File: config.mk
export PLATFORM = sky130hd
export DESIGN_NAME = calc_controller
export DESIGN_NICKNAME = d
export VERILOG_FILES = /design/src/rtl/calc_controller.sv
export SDC_FILE = /design/constraint.sdc
export NUM_CORES = 1
export LEC_CHECK = 0
export BUFFER_PORTS_ARGS = -buffer_cell sky130_fd_sc_hd__clkbuf_2
export CAP_MARGIN = 20
export CORE_MARGIN = 2
export CORE_UTILIZATION = 35
export CTS_CLUSTER_DIAMETER = 30
export DETAILED_ROUTE_END_ITERATION = 12
export HOLD_SLACK_MARGIN = 0.05
export SLEW_MARGIN = 20
export SYNTH_ARGS = -nofsm -noshare
export SYNTH_HDL_FRONTEND = slang
export SYNTH_SLANG_ARGS = --single-unit
File: constraint.sdc
create_clock -name clk -period 7.1 [get_ports clk]
set_clock_uncertainty 0.1 [all_clocks]
set_input_delay 0.355 -clock clk [delete_from_list [all_inputs] [get_ports clk]]
set_output_delay 0.355 -clock clk [all_outputs]
set_load 0.05 [all_outputs]
File: src/rtl/calc_controller.sv
// calc_controller: keypad sequencer feeding a two-operand calculator datapath; CALC_CHAIN_EN adds result chaining.
// Latency: equals -> EXEC -> CAPTURE (done) -> RESULT; no backpressure, one key per cycle, only clear accepted while busy.
module calc_controller #(
  parameter int MAX_DIGITS = 2
) (
  input  logic        clk,
  input  logic        reset,
  input  logic        key_valid,
  input  logic [3:0]  key,
  output logic [6:0]  In1,
  output logic [6:0]  In2,
  output logic [3:0]  keyboard,
  input  logic [31:0] answer,
  input  logic        signal,
  output logic [31:0] disp_value,
  output logic        disp_neg,
  output logic        busy,
  output logic        done
);

  localparam int CW = $clog2(MAX_DIGITS + 1);
  localparam logic [CW-1:0] CMAX = CW'(MAX_DIGITS);

  localparam logic [3:0] K_ADD = 4'd10;
  localparam logic [3:0] K_SUB = 4'd11;
  localparam logic [3:0] K_MUL = 4'd12;
  localparam logic [3:0] K_CLR = 4'd13;
  localparam logic [3:0] K_EQ  = 4'd14;
  localparam logic [3:0] K_BS  = 4'd15;

  typedef enum logic [2:0] {
    ENTER1  = 3'd0,
    ENTER2  = 3'd1,
    EXEC    = 3'd2,
    CAPTURE = 3'd3,
    RESULT  = 3'd4
  } state_t;

  state_t        state, state_nx;
  logic [6:0]    op1, op1_nx;
  logic [6:0]    op2, op2_nx;
  logic [CW-1:0] cnt1, cnt1_nx;
  logic [CW-1:0] cnt2, cnt2_nx;
  logic [3:0]    op, op_nx;
  logic [31:0]   res, res_nx;
  logic          res_neg, res_neg_nx;

  logic key_digit;
  logic key_op;

  // Operands never exceed 10**MAX_DIGITS-1, so 7-bit arithmetic is exact
  // for the default build.
  function automatic logic [6:0] push_digit(input logic [6:0] v, input logic [3:0] d);
    return v * 7'd10 + {3'b000, d};
  endfunction

  function automatic logic [6:0] pop_digit(input logic [6:0] v);
    return v / 7'd10;
  endfunction

  function automatic logic [CW-1:0] cnt_dec(input logic [CW-1:0] c);
    return (c == '0) ? c : c - CW'(1);
  endfunction

  assign key_digit = (key <= 4'd9);
  assign key_op    = (key == K_ADD) || (key == K_SUB) || (key == K_MUL);

`ifdef CALC_CHAIN_EN
  logic chain_ok;
  assign chain_ok = !res_neg && (res <= 32'd99);
`endif

  always_ff @(posedge clk or posedge reset) begin
    if (reset) begin
      state   <= ENTER1;
      op1     <= '0;
      op2     <= '0;
      cnt1    <= '0;
      cnt2    <= '0;
      op      <= '0;
      res     <= '0;
      res_neg <= 1'b0;
    end else begin
      state   <= state_nx;
      op1     <= op1_nx;
      op2     <= op2_nx;
      cnt1    <= cnt1_nx;
      cnt2    <= cnt2_nx;
      op      <= op_nx;
      res     <= res_nx;
      res_neg <= res_neg_nx;
    end
  end

  always_comb begin
    state_nx   = state;
    op1_nx     = op1;
    op2_nx     = op2;
    cnt1_nx    = cnt1;
    cnt2_nx    = cnt2;
    op_nx      = op;
    res_nx     = res;
    res_neg_nx = res_neg;

    // Clear wins over everything, including an in-flight calculation.
    if (key_valid && key == K_CLR) begin
      op1_nx     = '0;
      op2_nx     = '0;
      cnt1_nx    = '0;
      cnt2_nx    = '0;
      op_nx      = '0;
      res_nx     = '0;
      res_neg_nx = 1'b0;
      state_nx   = ENTER1;
    end else begin
      case (state)
        ENTER1: begin
          if (key_valid) begin
            if (key_digit) begin
              if (cnt1 < CMAX) begin
                op1_nx  = push_digit(op1, key);
                cnt1_nx = cnt1 + CW'(1);
              end
            end else if (key == K_BS) begin
              op1_nx  = pop_digit(op1);
              cnt1_nx = cnt_dec(cnt1);
            end else if (key_op) begin
              op_nx    = key;
              op2_nx   = '0;
              cnt2_nx  = '0;
              state_nx = ENTER2;
            end
          end
        end
        ENTER2: begin
          if (key_valid) begin
            if (key_digit) begin
              if (cnt2 < CMAX) begin
                op2_nx  = push_digit(op2, key);
                cnt2_nx = cnt2 + CW'(1);
              end
            end else if (key == K_BS) begin
              op2_nx  = pop_digit(op2);
              cnt2_nx = cnt_dec(cnt2);
            end else if (key_op) begin
              op_nx = key;
            end else if (key == K_EQ) begin
              state_nx = EXEC;
            end
          end
        end
        EXEC: begin
          state_nx = CAPTURE;
        end
        CAPTURE: begin
          res_nx     = answer;
          res_neg_nx = signal;
          state_nx   = RESULT;
        end
        RESULT: begin
          if (key_valid) begin
            if (key_digit) begin
              op1_nx   = {3'b000, key};
              cnt1_nx  = CW'(1);
              op2_nx   = '0;
              cnt2_nx  = '0;
              op_nx    = '0;
              state_nx = ENTER1;
            end
`ifdef CALC_CHAIN_EN
            else if (key_op && chain_ok) begin
              // Chained result is treated as a full operand: no further digits append.
              op1_nx   = res[6:0];
              cnt1_nx  = CMAX;
              op_nx    = key;
              op2_nx   = '0;
              cnt2_nx  = '0;
              state_nx = ENTER2;
            end
`endif
          end
        end
        default: begin
          state_nx = ENTER1;
        end
      endcase
    end
  end

  always_comb begin
    busy       = (state == EXEC) || (state == CAPTURE);
    done       = (state == CAPTURE);
    keyboard   = busy ? op : 4'd0;
    In1        = op1;
    In2        = op2;
    disp_value = res;
    disp_neg   = res_neg;
    case (state)
      ENTER1: begin
        disp_value = {25'd0, op1};
        disp_neg   = 1'b0;
      end
      ENTER2: begin
        disp_value = {25'd0, op2};
        disp_neg   = 1'b0;
      end
      default: begin
        disp_value = res;
        disp_neg   = res_neg;
      end
    endcase
  end

endmodule

==> results of run 1 <==
through the flow:
stage | utilization | total power, mW | cells | hold WS, ns | cell area (um2)
6_report | 0.4329 | 2.304 | 709 | 0.1200 | 4985
2_1_floorplan | - | 1.577 | 490 | 0.3696 | 4161
4_1_cts | 0.4329 | 2.320 | 709 | 0.1312 | 4985
3_3_place_gp | 0.4044 | 1.808 | 694 | 0.4048 | 4657
5_1_grt | 0.4329 | 2.485 | 709 | 0.1344 | 4985
3_5_place_dp | 0.4044 | 1.840 | 694 | 0.4008 | 4657
synth_stat cells, drive strengths merged (12+ instances only):
cell and count:
nand2 94, a21oi 58, dfrtp 58, nor2b 30, nor2 27, buf 21
o21ai 19, inv 17, xnor2 15, clkbuf 14, ha 14, mux2i 12
worst register-to-register path, delay by kind of cell (launching register included):
family	cells	cell delay, ns
multiplexers	1	0.25
AO/OA/AOI/OAI	1	0.21
adder cells (fa/ha/maj)	3	0.88
XOR/XNOR	1	0.14
buffers and inverters	1	0.05
flip-flops	1	0.67
AND/OR/NAND/NOR	2	0.23
registers in the layout, summed over array words and instances (netlist names):
signal / flops
In1: 7
state: 3
cnt1: 2
In2: 7
res: 32
op: 4
res_neg: 1
cnt2: 2
worst max path at each step:
stage,startpoint,endpoint,cells after the start
6_report,state[1],done,5
5_1_grt,state[1],done,5
4_1_cts,state[1],done,5
3_5_place_dp,key[2],In2[2],6
3_3_place_gp,key[2],In1[6],6
2_1_floorplan,In1[1],In1[6],9
layer usage:
metal,wire (um),track usage,vias up
li1,-,-,1820
met1,4930,0.2429,1739
met2,4929,0.2651,106
met3,829,0.05838,13
met4,123,0.04309,0
met5,0,0,-
cells by family (layout without fill, tap and decap cells):
logic type                 after synthesis  count (layout)  synth area share
AOI/OAI and AO/OA                      125             125            0.1978
xor gates and xnor gates                19              19           0.03999
adders and majority gates               18              18           0.06134
DFF                                     58              58            0.3488
muxes                                   23              23           0.06314
buffers and inverters                   52             128           0.05713
and+or+nand+nor                        195             195            0.2318
power breakdown:
| group | internal [mW] | switching [mW] | leakage (nW) |
|---|---|---|---|
| Clock | 0.324 | 0.151 | 0.154 |
| Combinational | 0.473 | 0.683 | 1.45 |
| Sequential | 0.479 | 0.193 | 0.741 |
| Total | 1.28 | 1.03 | 2.34 |
layout make-up:
type | instances | area (um2) | share of cell area
multi-input combinational | 380 | 2472 | 0.4960
sequential | 58 | 1451 | 0.2912
timing repair buffer | 96 | 490.5 | 0.09839
clock buffer | 11 | 252.7 | 0.05070
tap | 143 | 178.9 | 0.03589
clock inverter | 4 | 75.07 | 0.01506
inverter | 17 | 63.81 | 0.01280
==> impl_results.html, run 1 <==
<table>
<tr><th>Metric</th><th>Value</th></tr>
<tr><th colspan="2">Placement</th></tr>
<tr><td>Placed wire-length estimate after detailed placement</td><td>7669 um</td></tr>
<tr><td>Post-Place Setup Slack</td><td>4.220 ns</td></tr>
<tr><td>IO buf count</td><td>92</td></tr>
<tr><td>RD Place Congestion</td><td>0.8102</td></tr>
<tr><th colspan="2">Route</th></tr>
<tr><td>Count of antenna-violating nets left after detailed routing</td><td>0</td></tr>
<tr><td>Average vias per placed instance</td><td>5.188</td></tr>
<tr><td>Post-detailed-route wirelength per cell</td><td>15.25 um</td></tr>
<tr><td>Initial DRT Pass Iterations</td><td>9</td></tr>
<tr><td>Detailed router's first-iteration violation count</td><td>159</td></tr>
<tr><td>Post-detailed-routing wire length</td><td>10,810 um</td></tr>
<tr><td>Detailed-route via count</td><td>3,678</td></tr>
<tr><td>Number of DRC violations after detailed routing</td><td>3</td></tr>
<tr><th colspan="2">Run status</th></tr>
<tr><td>Violated checks</td><td>DRC</td></tr>
<tr><td>Status</td><td>finished with violations</td></tr>
<tr><th colspan="2">Critical path</th></tr>
<tr><td>Critical path capture point type</td><td>output port</td></tr>
<tr><td>Critical Path, Cell by Cell</td><td>nor2b_1, nand2_1, buf_4, inv_2, clkbuf_2</td></tr>
<tr><td>Count of cells along the worst register-to-register path</td><td>9</td></tr>
<tr><td>Worst path required time</td><td>6.64 ns</td></tr>
<tr><td>Category of cells accounting for the largest share of critical-path delay</td><td>buffers and inverters</td></tr>
<tr><td>Arrival time at the worst endpoint</td><td>2.47 ns</td></tr>
<tr><td>Worst R2R Start</td><td>In1[2]</td></tr>
<tr><td>Setup slack of the worst register-to-register path</td><td>4.46 ns</td></tr>
<tr><td>Critical Path Start Type</td><td>flop</td></tr>
<tr><td>Top fanout value on the critical path</td><td>35</td></tr>
<tr><td>Critical path's largest stage delay</td><td>0.52 ns</td></tr>
<tr><td>Reg2Reg Capture Point</td><td>In1[6]</td></tr>
<tr><td>Buf/Inv on CP</td><td>3</td></tr>
<tr><td>Start-to-end type of the worst setup path</td><td>flop to output port</td></tr>
<tr><td>Critical Path Slowest Stage Cell</td><td>sky130_fd_sc_hd__dfrtp_1</td></tr>
<tr><th colspan="2">Yosys</th></tr>
<tr><td>Cell accounting for the most synthesized area</td><td>sky130_fd_sc_hd__dfrtp_1</td></tr>
<tr><td>Ys Warns</td><td>0</td></tr>
<tr><td>Synth top area share</td><td>0.3488</td></tr>
<tr><td>Post-synthesis instance total</td><td>490</td></tr>
<tr><td>Number of flops mapped to enable cells by yosys</td><td>0</td></tr>
<tr><td>Yosys reg bits</td><td>58</td></tr>
<tr><td>Sequential element share of the synthesized area</td><td>0.3488</td></tr>
<tr><td>Synth Net Count</td><td>548</td></tr>
<tr><td>Synthesized cell area</td><td>0.004161 mm2</td></tr>
<tr><td>Biggest area contributors in the synthesized netlist</td><td>sky130_fd_sc_hd__dfrtp_1 (35%), sky130_fd_sc_hd__nand2_1 (8.5%), sky130_fd_sc_hd__a21oi_1 (6.9%)</td></tr>
<tr><td>Netlist cell types</td><td>70</td></tr>
<tr><td>Post-Synthesis Mean Instance Area</td><td>8.493 um2</td></tr>
<tr><td>Proportion of register bits with asynchronous set or reset after synthesis</td><td>1.000</td></tr>
<tr><td>Dominant register cell in the synthesized netlist</td><td>sky130_fd_sc_hd__dfrtp_1</td></tr>
<tr><th colspan="2">Floorplan</th></tr>
<tr><td>Die extent in x</td><td>113.0 um</td></tr>
<tr><td>Floorplan row count</td><td>39</td></tr>
<tr><td>Initial Util</td><td>0.3614</td></tr>
<tr><td>Number of top-level pins</td><td>93</td></tr>
<tr><td>Overall die height</td><td>113.0 um</td></tr>
<tr><td>Overall die area</td><td>0.01278 mm2</td></tr>
<tr><td>Core Area</td><td>0.01152 mm2</td></tr>
<tr><th colspan="2">STA</th></tr>
<tr><td>Final setup vio count</td><td>0</td></tr>
<tr><td>Maximum clock rate</td><td>342.3 MHz</td></tr>
<tr><td>Post-layout minimum cycle time</td><td>2.921 ns</td></tr>
<tr><td>Final Hold Vio Count</td><td>0</td></tr>
<tr><td>Setup repair after global routing missed its margin</td><td>no</td></tr>
<tr><td>Slew HR</td><td>0.2773</td></tr>
<tr><td>Number of pins with negative max-slew slack in the final report</td><td>0</td></tr>
<tr><td>Final clock period utilization by the worst path</td><td>0.4115</td></tr>
<tr><td>Slack of the critical path</td><td>4.179 ns</td></tr>
<tr><td>Fin Setup TNS</td><td>0 ns</td></tr>
<tr><td>Slew @ Worst Pin</td><td>1.077 ns</td></tr>
<tr><th colspan="2">Cells and area</th></tr>
<tr><td>Diode count</td><td>0</td></tr>
<tr><td>P&amp;R area growth vs syn</td><td>19.78%</td></tr>
<tr><td>Proportion of layout cells with a drive suffix above 1</td><td>0.2385</td></tr>
<tr><td>Most frequent standard cell in the layout excluding fill and tap cells</td><td>sky130_fd_sc_hd__nand2_1</td></tr>
<tr><td>Commonest cells after routing, fill and taps aside</td><td>sky130_fd_sc_hd__nand2_1 (94), sky130_fd_sc_hd__clkbuf_2 (92), sky130_fd_sc_hd__dfrtp_1 (58)</td></tr>
<tr><td>Total number of nets in the final design</td><td>620</td></tr>
<tr><td>Fillers</td><td>1,150</td></tr>
<tr><th colspan="2">Global routing</th></tr>
<tr><td>Global-route congestion overflow total</td><td>0</td></tr>
<tr><td>Pin count of the biggest net entering global routing</td><td>59</td></tr>
<tr><td>Via count of the first global-routing pass</td><td>3,569</td></tr>
<tr><td>Global routing usage summed across all routing layers</td><td>0.1752</td></tr>
<tr><td>Global-route wire length before repair</td><td>18,110 um</td></tr>
<tr><td>Initial antenna violation count</td><td>0</td></tr>
<tr><th colspan="2">CTS</th></tr>
<tr><td>Post-cts resize count</td><td>0</td></tr>
<tr><td>Cts bufs inserted</td><td>9</td></tr>
<tr><td>TritonCTS clock tree</td><td>yes</td></tr>
<tr><td>Hold Buf Count CTS</td><td>0</td></tr>
<tr><td>Total clock sinks</td><td>58</td></tr>
<tr><td>Maximum count of clock buffers along a single path</td><td>2</td></tr>
<tr><td>Insertion delay to the later sink of the worst-skew pair</td><td>0.33 ns</td></tr>
<tr><td>Clock-pin transition on the worst setup and hold timing paths</td><td>0.05 ns</td></tr>
<tr><td>Number of buffers inserted to repair setup after CTS</td><td>0</td></tr>
<tr><td>Clock H-tree levels</td><td>3</td></tr>
<tr><td>Root buffer cell</td><td>sky130_fd_sc_hd__clkbuf_16</td></tr>
<tr><th colspan="2">Power and ir drop</th></tr>
<tr><td>Leakage power of the design</td><td>2.344 nW</td></tr>
<tr><td>Maximum VDD drop</td><td>0.1773 mV</td></tr>
<tr><td>Power per unit of standard cell area</td><td>462.1 mW/mm2</td></tr>
<tr><th colspan="2">Job</th></tr>
<tr><td>Max capacitance violation total</td><td>0</td></tr>
<tr><th colspan="2">Min path</th></tr>
<tr><td>Tightest Hold Check Type</td><td>input pin to asynchronous set/reset pin</td></tr>
</table>
(Power assumes the default switching activity.)
==> run 2, diff against run 1 <==
==> constraint.sdc (replaced) <==
create_clock -name clk -period 2.6 [get_ports clk]
set_clock_uncertainty 0.1 [all_clocks]
set_input_delay 0.13 -clock clk [delete_from_list [all_inputs] [get_ports clk]]
set_output_delay 0.13 -clock clk [all_outputs]
set_load 0.05 [all_outputs]
==> run 2 against run 1 <==
Against the previous run: the flow still finishes with violations (DRC); clock power increased to 2.7 times the previous value; register-to-register slack got worse by 4.3 ns; core utilization increased by 4.0 points; sequential share of layout area decreased by 2.4 points; final cell count increased by 6.8%; global-route usage increased by 0.56 points.
==> impl_results.html, run 2 (synthesis gave the netlist of run 1 again) <==
<table>
<tr><th>Metric</th><th>Value</th></tr>
<tr><th colspan="2">Route</th></tr>
<tr><td>Detailed router's first-iteration violation count</td><td>185 (was 159)</td></tr>
<tr><td>Initial DRT Pass Iterations</td><td>9 (unchanged)</td></tr>
<tr><td>Detailed-route via count</td><td>3,893 (was 3,678)</td></tr>
<tr><td>Post-detailed-route wirelength per cell</td><td>14.92 um (was 15.25 um)</td></tr>
<tr><td>Post-detailed-routing wire length</td><td>11,290 um (was 10,810 um)</td></tr>
<tr><td>Count of antenna-violating nets left after detailed routing</td><td>0 (unchanged)</td></tr>
<tr><td>Average vias per placed instance</td><td>5.143 (was 5.188)</td></tr>
<tr><td>Number of DRC violations after detailed routing</td><td>3 (unchanged)</td></tr>
<tr><th colspan="2">Global routing</th></tr>
<tr><td>Pin count of the biggest net entering global routing</td><td>59 (unchanged)</td></tr>
<tr><td>Global-route wire length before repair</td><td>18,840 um (was 18,110 um)</td></tr>
<tr><td>Global-route congestion overflow total</td><td>0 (unchanged)</td></tr>
<tr><td>Global routing usage summed across all routing layers</td><td>0.1808 (was 0.1752)</td></tr>
<tr><td>Via count of the first global-routing pass</td><td>3,786 (was 3,569)</td></tr>
<tr><td>Initial antenna violation count</td><td>0 (unchanged)</td></tr>
<tr><th colspan="2">STA</th></tr>
<tr><td>Number of pins with negative max-slew slack in the final report</td><td>0 (unchanged)</td></tr>
<tr><td>Final Hold Vio Count</td><td>0 (unchanged)</td></tr>
<tr><td>Setup repair after global routing missed its margin</td><td>no (unchanged)</td></tr>
<tr><td>Final hold slack</td><td>0.1161 ns (was 0.1200 ns)</td></tr>
<tr><td>Slew @ Worst Pin</td><td>0.6104 ns (was 1.077 ns)</td></tr>
<tr><td>Final clock period utilization by the worst path</td><td>0.9548</td></tr>
<tr><td>Slew HR</td><td>0.5925 (was 0.2773)</td></tr>
<tr><td>Maximum clock rate</td><td>402.8 MHz</td></tr>
<tr><td>Post-layout minimum cycle time</td><td>2.482 ns</td></tr>
<tr><td>Final setup vio count</td><td>0 (unchanged)</td></tr>
<tr><td>Fin Setup TNS</td><td>0 ns (unchanged)</td></tr>
<tr><th colspan="2">Critical path</th></tr>
<tr><td>Arrival time at the worst endpoint</td><td>2.58 ns (was 2.47 ns)</td></tr>
<tr><td>Critical Path Start Type</td><td>flop (unchanged)</td></tr>
<tr><td>Critical path capture point type</td><td>flop (was output port)</td></tr>
<tr><td>Worst path required time</td><td>2.70 ns (was 6.64 ns)</td></tr>
<tr><td>Top fanout value on the critical path</td><td>3 (was 35)</td></tr>
<tr><td>Start-to-end type of the worst setup path</td><td>flop to flop (was flop to output port)</td></tr>
<tr><th colspan="2">Power and ir drop</th></tr>
<tr><td>Power per unit of standard cell area</td><td>1182 mW/mm2 (was 462.1 mW/mm2)</td></tr>
<tr><td>Final Total Pwr</td><td>6.436 mW (was 2.304 mW)</td></tr>
<tr><td>Maximum VDD drop</td><td>0.4236 mV (was 0.1773 mV)</td></tr>
<tr><td>Leakage power of the design</td><td>2.558 nW (was 2.344 nW)</td></tr>
<tr><th colspan="2">Floorplan</th></tr>
<tr><td>Initial Util</td><td>0.3614 (unchanged)</td></tr>
<tr><td>Floorplan row count</td><td>39 (unchanged)</td></tr>
<tr><td>Core Area</td><td>0.01152 mm2 (unchanged)</td></tr>
<tr><td>Die extent in x</td><td>113.0 um (unchanged)</td></tr>
<tr><td>Overall die area</td><td>0.01278 mm2 (unchanged)</td></tr>
<tr><td>Number of top-level pins</td><td>93 (unchanged)</td></tr>
<tr><td>Overall die height</td><td>113.0 um (unchanged)</td></tr>
<tr><th colspan="2">Min path</th></tr>
<tr><td>Tightest Hold Check Type</td><td>input pin to flop (was input pin to asynchronous set/reset pin)</td></tr>
<tr><th colspan="2">Cells and area</th></tr>
<tr><td>Most frequent standard cell in the layout excluding fill and tap cells</td><td>sky130_fd_sc_hd__nand2_1 (unchanged)</td></tr>
<tr><td>Diode count</td><td>0 (unchanged)</td></tr>
<tr><td>Proportion of layout cells with a drive suffix above 1</td><td>0.2443 (was 0.2385)</td></tr>
<tr><td>Commonest cells after routing, fill and taps aside</td><td>sky130_fd_sc_hd__nand2_1 (94), sky130_fd_sc_hd__clkbuf_2 (91), sky130_fd_sc_hd__a21oi_1 (57) (was sky130_fd_sc_hd__nand2_1 (94), sky130_fd_sc_hd__clkbuf_2 (92), sky130_fd_sc_hd__dfrtp_1 (58))</td></tr>
<tr><td>Total number of nets in the final design</td><td>667 (was 620)</td></tr>
<tr><td>Number of flip-flops under the largest register name</td><td>32 (unchanged)</td></tr>
<tr><td>P&amp;R area growth vs syn</td><td>30.85% (was 19.78%)</td></tr>
<tr><td>Fillers</td><td>1,119 (was 1,150)</td></tr>
<tr><td>Biggest register</td><td>res (unchanged)</td></tr>
<tr><td>Post-route design area</td><td>0.005445 mm2 (was 0.004985 mm2)</td></tr>
<tr><th colspan="2">CTS</th></tr>
<tr><td>Root buffer cell</td><td>sky130_fd_sc_hd__clkbuf_16 (unchanged)</td></tr>
<tr><td>Post-cts resize count</td><td>0 (unchanged)</td></tr>
<tr><td>Hold Buf Count CTS</td><td>34 (was 0)</td></tr>
<tr><td>Total clock sinks</td><td>58 (unchanged)</td></tr>
<tr><td>TritonCTS clock tree</td><td>yes (unchanged)</td></tr>
<tr><td>Number of buffers inserted to repair setup after CTS</td><td>0 (unchanged)</td></tr>
<tr><td>Maximum count of clock buffers along a single path</td><td>2 (unchanged)</td></tr>
<tr><td>Clock H-tree levels</td><td>3 (unchanged)</td></tr>
<tr><td>Clock-pin transition on the worst setup and hold timing paths</td><td>0.05 ns (about the same)</td></tr>
<tr><td>Insertion delay to the later sink of the worst-skew pair</td><td>0.32 ns (was 0.33 ns)</td></tr>
<tr><td>Cts bufs inserted</td><td>9 (unchanged)</td></tr>
<tr><th colspan="2">Run status</th></tr>
<tr><td>Violated checks</td><td>DRC (unchanged)</td></tr>
<tr><td>Status</td><td>finished with violations (unchanged)</td></tr>
<tr><th colspan="2">Placement</th></tr>
<tr><td>Instance area at placement</td><td>0.004785 mm2 (was 0.004657 mm2)</td></tr>
<tr><td>Placed wire-length estimate after detailed placement</td><td>7718 um (was 7669 um)</td></tr>
<tr><td>RD Place Congestion</td><td>0.8458 (was 0.8102)</td></tr>
<tr><td>IO buf count</td><td>92 (unchanged)</td></tr>
<tr><th colspan="2">Job</th></tr>
<tr><td>Max capacitance violation total</td><td>0 (unchanged)</td></tr>
</table>
==> run 2: cell types whose count changed in the layout (fill, tap and decap cells not counted) <==
cell,change
sky130_fd_sc_hd__dlygate4sd3_1,+34
sky130_fd_sc_hd__buf_4,+12
sky130_fd_sc_hd__buf_12,+2
sky130_fd_sc_hd__clkinv_2,+2
sky130_fd_sc_hd__dfrtp_1,-2
sky130_fd_sc_hd__dfrtp_2,+2
sky130_fd_sc_hd__clkbuf_1,+1
sky130_fd_sc_hd__clkbuf_2,-1
sky130_fd_sc_hd__clkbuf_8,-1
sky130_fd_sc_hd__clkinvlp_4,-1
==> run 2: final cells by class <==
class | instances | area [um2] | area share
multi-input cells | 380 | 2472 | 0.4540
flip-flops and latches | 58 | 1454 | 0.2670
repair buffers | 143 | 955.9 | 0.1756
clock buffers | 11 | 242.7 | 0.04458
well taps | 143 | 178.9 | 0.03286
clock inverters | 5 | 77.57 | 0.01425
inverters | 17 | 63.81 | 0.01172
==> run 2: worst paths after layout <==
kind | end | slack, ns | cells past startpoint | start
min reg2reg | cnt1[1] | 0.41 | 1 | cnt1[1]
min in group asynchronous | res[23] | 0.30 | 4 | reset
max reg2reg | In1[6] | 0.12 | 9 | In1[1]
max in group asynchronous | In1[1] | 1.80 | 4 | reset
min | op[0] | 0.12 | 3 | key[0]
max | In1[6] | 0.12 | 9 | In1[1]
==> run 2: critical path, cell delays in order, from the launching register on <==
cell and delay, ns:
sky130_fd_sc_hd__dfrtp_2 0.41, sky130_fd_sc_hd__ha_1 0.31, sky130_fd_sc_hd__ha_1 0.19, sky130_fd_sc_hd__inv_1 0.06
sky130_fd_sc_hd__fa_1 0.45, sky130_fd_sc_hd__nand3b_1 0.18, sky130_fd_sc_hd__o21ai_0 0.20, sky130_fd_sc_hd__xnor2_1 0.14
sky130_fd_sc_hd__nor2_1 0.05, sky130_fd_sc_hd__mux2_2 0.26
==> run 2: report_power, final <==
part | internal, mW | switching [mW]
Sequential | 1.31 | 0.338
Clock | 0.862 | 0.435
Combinational | 1.42 | 2.07
Total | 3.59 | 2.85
==> run 2: layer usage <==
layer,GRT usage,wire [um],vias up
li1,-,-,1925
met1,0.2449,5151,1832
met2,0.2926,5370,126
met3,0.04231,662,10
met4,0.04634,107,0
met5,0,0,-
==> run 2: per-stage QoR <==
| stage | setup WS [ns] | utilization | cells |
|---|---|---|---|
| 4_1_cts | 0.1221 | 0.4728 | 757 |
| 3_5_place_dp | 0.1288 | 0.4155 | 707 |
| 6_report | 0.1175 | 0.4728 | 757 |
| 3_3_place_gp | 0.2082 | 0.4155 | 707 |
| 5_1_grt | 0.03482 | 0.4728 | 757 |
| 2_1_floorplan | 0.03768 | - | 490 |
==> run 3, diff against run 2 <==
--- a/config.mk
+++ b/config.mk
@@ -12,6 +12,7 @@
 export CTS_CLUSTER_DIAMETER = 30
 export DETAILED_ROUTE_END_ITERATION = 12
 export HOLD_SLACK_MARGIN = 0.05
+export REMOVE_ABC_BUFFERS = 1
 export SLEW_MARGIN = 20
 export SYNTH_ARGS = -nofsm -noshare
 export SYNTH_HDL_FRONTEND = slang
==> run 3 against run 2 <==
Against the previous run: the flow still finishes with violations (DRC); register-to-register slack gained 0.05 ns; worst hold slack lost 0.0034 ns; non-clock buffer count grew 3; clock-buffer cell count is the same; core utilization shrank 0.45 points; first-iteration DRC count grew 12%; total power shrank 2.9%; cell area shrank 0.94%.
==> impl_results.html, run 3 (synthesis gave the netlist of run 1 again) <==
<table>
<tr><th>Metric</th><th>Value</th></tr>
<tr><th colspan="2">Run status</th></tr>
<tr><td>Status</td><td>finished with violations (unchanged)</td></tr>
<tr><td>Violated checks</td><td>DRC (unchanged)</td></tr>
<tr><th colspan="2">Route</th></tr>
<tr><td>Detailed router's first-iteration violation count</td><td>208 (was 185)</td></tr>
<tr><td>Initial DRT Pass Iterations</td><td>9 (unchanged)</td></tr>
<tr><td>Count of antenna-violating nets left after detailed routing</td><td>0 (unchanged)</td></tr>
<tr><td>Post-detailed-routing wire length</td><td>11,650 um (was 11,290 um)</td></tr>
<tr><td>Number of DRC violations after detailed routing</td><td>4 (was 3)</td></tr>
<tr><td>Average vias per placed instance</td><td>5.178 (was 5.143)</td></tr>
<tr><td>Post-detailed-route wirelength per cell</td><td>15.32 um (was 14.92 um)</td></tr>
<tr><td>Detailed-route via count</td><td>3,935 (was 3,893)</td></tr>
<tr><th colspan="2">Power and ir drop</th></tr>
<tr><td>Final Total Pwr</td><td>6.252 mW (was 6.436 mW)</td></tr>
<tr><td>Leakage power of the design</td><td>2.546 nW (was 2.558 nW)</td></tr>
<tr><td>Maximum VDD drop</td><td>0.4450 mV (was 0.4236 mV)</td></tr>
<tr><td>Power per unit of standard cell area</td><td>1159 mW/mm2 (was 1182 mW/mm2)</td></tr>
<tr><th colspan="2">Global routing</th></tr>
<tr><td>Global routing usage summed across all routing layers</td><td>0.1857 (was 0.1808)</td></tr>
<tr><td>Global-route congestion overflow total</td><td>0 (unchanged)</td></tr>
<tr><td>Global-route wire length before repair</td><td>19,310 um (was 18,840 um)</td></tr>
<tr><td>Pin count of the biggest net entering global routing</td><td>38 (was 59)</td></tr>
<tr><td>Initial antenna violation count</td><td>0 (unchanged)</td></tr>
<tr><td>Via count of the first global-routing pass</td><td>3,913 (was 3,786)</td></tr>
<tr><th colspan="2">CTS</th></tr>
<tr><td>Root buffer cell</td><td>sky130_fd_sc_hd__clkbuf_16 (unchanged)</td></tr>
<tr><td>Clock H-tree levels</td><td>3 (unchanged)</td></tr>
<tr><td>Insertion delay to the later sink of the worst-skew pair</td><td>0.33 ns (was 0.32 ns)</td></tr>
<tr><td>Total clock sinks</td><td>58 (unchanged)</td></tr>
<tr><td>Maximum count of clock buffers along a single path</td><td>2 (unchanged)</td></tr>
<tr><td>Clock-pin transition on the worst setup and hold timing paths</td><td>0.06 ns (was 0.05 ns)</td></tr>
<tr><td>TritonCTS clock tree</td><td>yes (unchanged)</td></tr>
<tr><td>Cts bufs inserted</td><td>9 (unchanged)</td></tr>
<tr><th colspan="2">Critical path</th></tr>
<tr><td>Critical path capture point type</td><td>output port (was flop)</td></tr>
<tr><td>Worst R2R Start</td><td>In1[1] (unchanged)</td></tr>
<tr><td>Arrival time at the worst endpoint</td><td>2.27 ns (was 2.58 ns)</td></tr>
<tr><td>Critical Path Start Type</td><td>flop (unchanged)</td></tr>
<tr><td>Worst path required time</td><td>2.37 ns (was 2.70 ns)</td></tr>
<tr><td>Startpoint of the most critical setup path</td><td>state[2] (was In1[1])</td></tr>
<tr><td>Start-to-end type of the worst setup path</td><td>flop to output port (was flop to flop)</td></tr>
<tr><td>Top fanout value on the critical path</td><td>37 (was 3)</td></tr>
<tr><th colspan="2">STA</th></tr>
<tr><td>Slew @ Worst Pin</td><td>0.7125 ns (was 0.6104 ns)</td></tr>
<tr><td>Setup repair after global routing missed its margin</td><td>no (unchanged)</td></tr>
<tr><td>Post-layout minimum cycle time</td><td>2.496 ns (was 2.482 ns)</td></tr>
<tr><td>Maximum clock rate</td><td>400.6 MHz (was 402.8 MHz)</td></tr>
<tr><td>Slew HR</td><td>0.5243 (was 0.5925)</td></tr>
<tr><td>Number of pins with negative max-slew slack in the final report</td><td>0 (unchanged)</td></tr>
<tr><td>Final Hold Vio Count</td><td>0 (unchanged)</td></tr>
<tr><td>Fin Setup TNS</td><td>0 ns (unchanged)</td></tr>
<tr><td>Final setup vio count</td><td>0 (unchanged)</td></tr>
<tr><td>Final clock period utilization by the worst path</td><td>0.9601 (was 0.9548)</td></tr>
<tr><th colspan="2">Placement</th></tr>
<tr><td>Placed wire-length estimate after detailed placement</td><td>7990 um (was 7718 um)</td></tr>
<tr><td>DP Cell Count</td><td>710 (was 707)</td></tr>
<tr><td>IO buf count</td><td>92 (unchanged)</td></tr>
<tr><td>RD Place Congestion</td><td>0.8597 (was 0.8458)</td></tr>
<tr><td>Instance area at placement</td><td>0.004777 mm2 (was 0.004785 mm2)</td></tr>
<tr><th colspan="2">Cells and area</th></tr>
<tr><td>Post-route design area</td><td>0.005394 mm2 (was 0.005445 mm2)</td></tr>
<tr><td>Number of flip-flops under the largest register name</td><td>32 (unchanged)</td></tr>
<tr><td>Commonest cells after routing, fill and taps aside</td><td>sky130_fd_sc_hd__nand2_1 (94), sky130_fd_sc_hd__clkbuf_2 (92), sky130_fd_sc_hd__dfrtp_1 (58) (was sky130_fd_sc_hd__nand2_1 (94), sky130_fd_sc_hd__clkbuf_2 (91), sky130_fd_sc_hd__a21oi_1 (57))</td></tr>
<tr><td>P&amp;R area growth vs syn</td><td>29.62% (was 30.85%)</td></tr>
<tr><td>Post-route core utilization</td><td>0.4684 (was 0.4728)</td></tr>
<tr><td>Diode count</td><td>0 (unchanged)</td></tr>
<tr><td>Biggest register</td><td>res (unchanged)</td></tr>
<tr><td>Total number of nets in the final design</td><td>670 (was 667)</td></tr>
<tr><td>Most frequent standard cell in the layout excluding fill and tap cells</td><td>sky130_fd_sc_hd__nand2_1 (unchanged)</td></tr>
<tr><td>Number of standard cells in the final layout excluding fillers</td><td>760 (was 757)</td></tr>
<tr><td>Proportion of layout cells with a drive suffix above 1</td><td>0.2447 (was 0.2443)</td></tr>
<tr><th colspan="2">Min path</th></tr>
<tr><td>Min-Delay Startpoint</td><td>key[0] (unchanged)</td></tr>
<tr><td>Tightest Hold Check Type</td><td>input pin to flop (unchanged)</td></tr>
<tr><th colspan="2">Floorplan</th></tr>
<tr><td>Number of top-level pins</td><td>93 (unchanged)</td></tr>
<tr><td>Overall die height</td><td>113.0 um (unchanged)</td></tr>
<tr><td>Floorplan row count</td><td>39 (unchanged)</td></tr>
<tr><td>Die extent in x</td><td>113.0 um (unchanged)</td></tr>
<tr><td>Initial Util</td><td>0.3614 (unchanged)</td></tr>
<tr><td>Core Area</td><td>0.01152 mm2 (unchanged)</td></tr>
<tr><td>Overall die area</td><td>0.01278 mm2 (unchanged)</td></tr>
<tr><th colspan="2">Job</th></tr>
<tr><td>Max capacitance violation total</td><td>0 (unchanged)</td></tr>
</table>
==> run 3: metrics by stage <==
stage / worst slack [ns] / hold slack, ns
after floorplan: -0.5729 / 0.1607
after global routing: 0.02906 / 0.1266
after global placement: 0.2190 / 0.1817
final: 0.1038 / 0.1127
after detailed placement: 0.1886 / 0.1923
after CTS: 0.06453 / 0.1071
==> run 3: layer usage <==
metal,GRT usage,up-vias,part of all wire
met5,0,-,0
met4,0.04634,0,0.012
met2,0.2990,132,0.47
li1,-,1931,-
met3,0.05570,13,0.066
met1,0.2458,1859,0.46
==> run 3: cell type report <==
| class | count | area [um2] |
|---|---|---|
| well taps | 143 | 178.9 |
| multi-input cells | 380 | 2472 |
| clock buffers | 11 | 242.7 |
| clock inverters | 5 | 30.03 |
| repair buffers | 146 | 954.7 |
| fillers | 1102 | 6122 |
| inverters | 17 | 63.81 |
| flip-flops and latches | 58 | 1451 |
==> run 3: timing repair <==
item	CTS	global route
hold buffers	34	0
buffers inserted	0	0
resized for setup	0	1
hold endpoints to repair	66	0
endpoints found under the setup margin	0	4
==> run 3: worst paths after layout <==
| kind | cells past startpoint | to | slack [ns] |
|---|---|---|---|
| hold / removal | 3 | op[0] | 0.11 |
| min in group asynchronous | 3 | res[22] | 0.35 |
| hold reg to reg | 2 | res[31] | 0.41 |
| max in group asynchronous | 4 | In2[4] | 1.37 |
| setup / recovery | 5 | disp_value[4] | 0.10 |
| setup reg to reg | 9 | In1[6] | 0.17 |
==> run 3: power by group <==
part / switching, mW / internal [mW]
clock: 0.437 / 0.665
sequential: 0.323 / 1.31
combinational: 2.10 / 1.42
==> run 3: worst max-delay path, cell delays in order (launching register included) <==
cell and delay, ns:
sky130_fd_sc_hd__dfrtp_1 0.53, sky130_fd_sc_hd__nor2_2 0.39, sky130_fd_sc_hd__buf_6 0.33, sky130_fd_sc_hd__nor2_1 0.11, sky130_fd_sc_hd__a21oi_1 0.24, sky130_fd_sc_hd__clkbuf_2 0.33
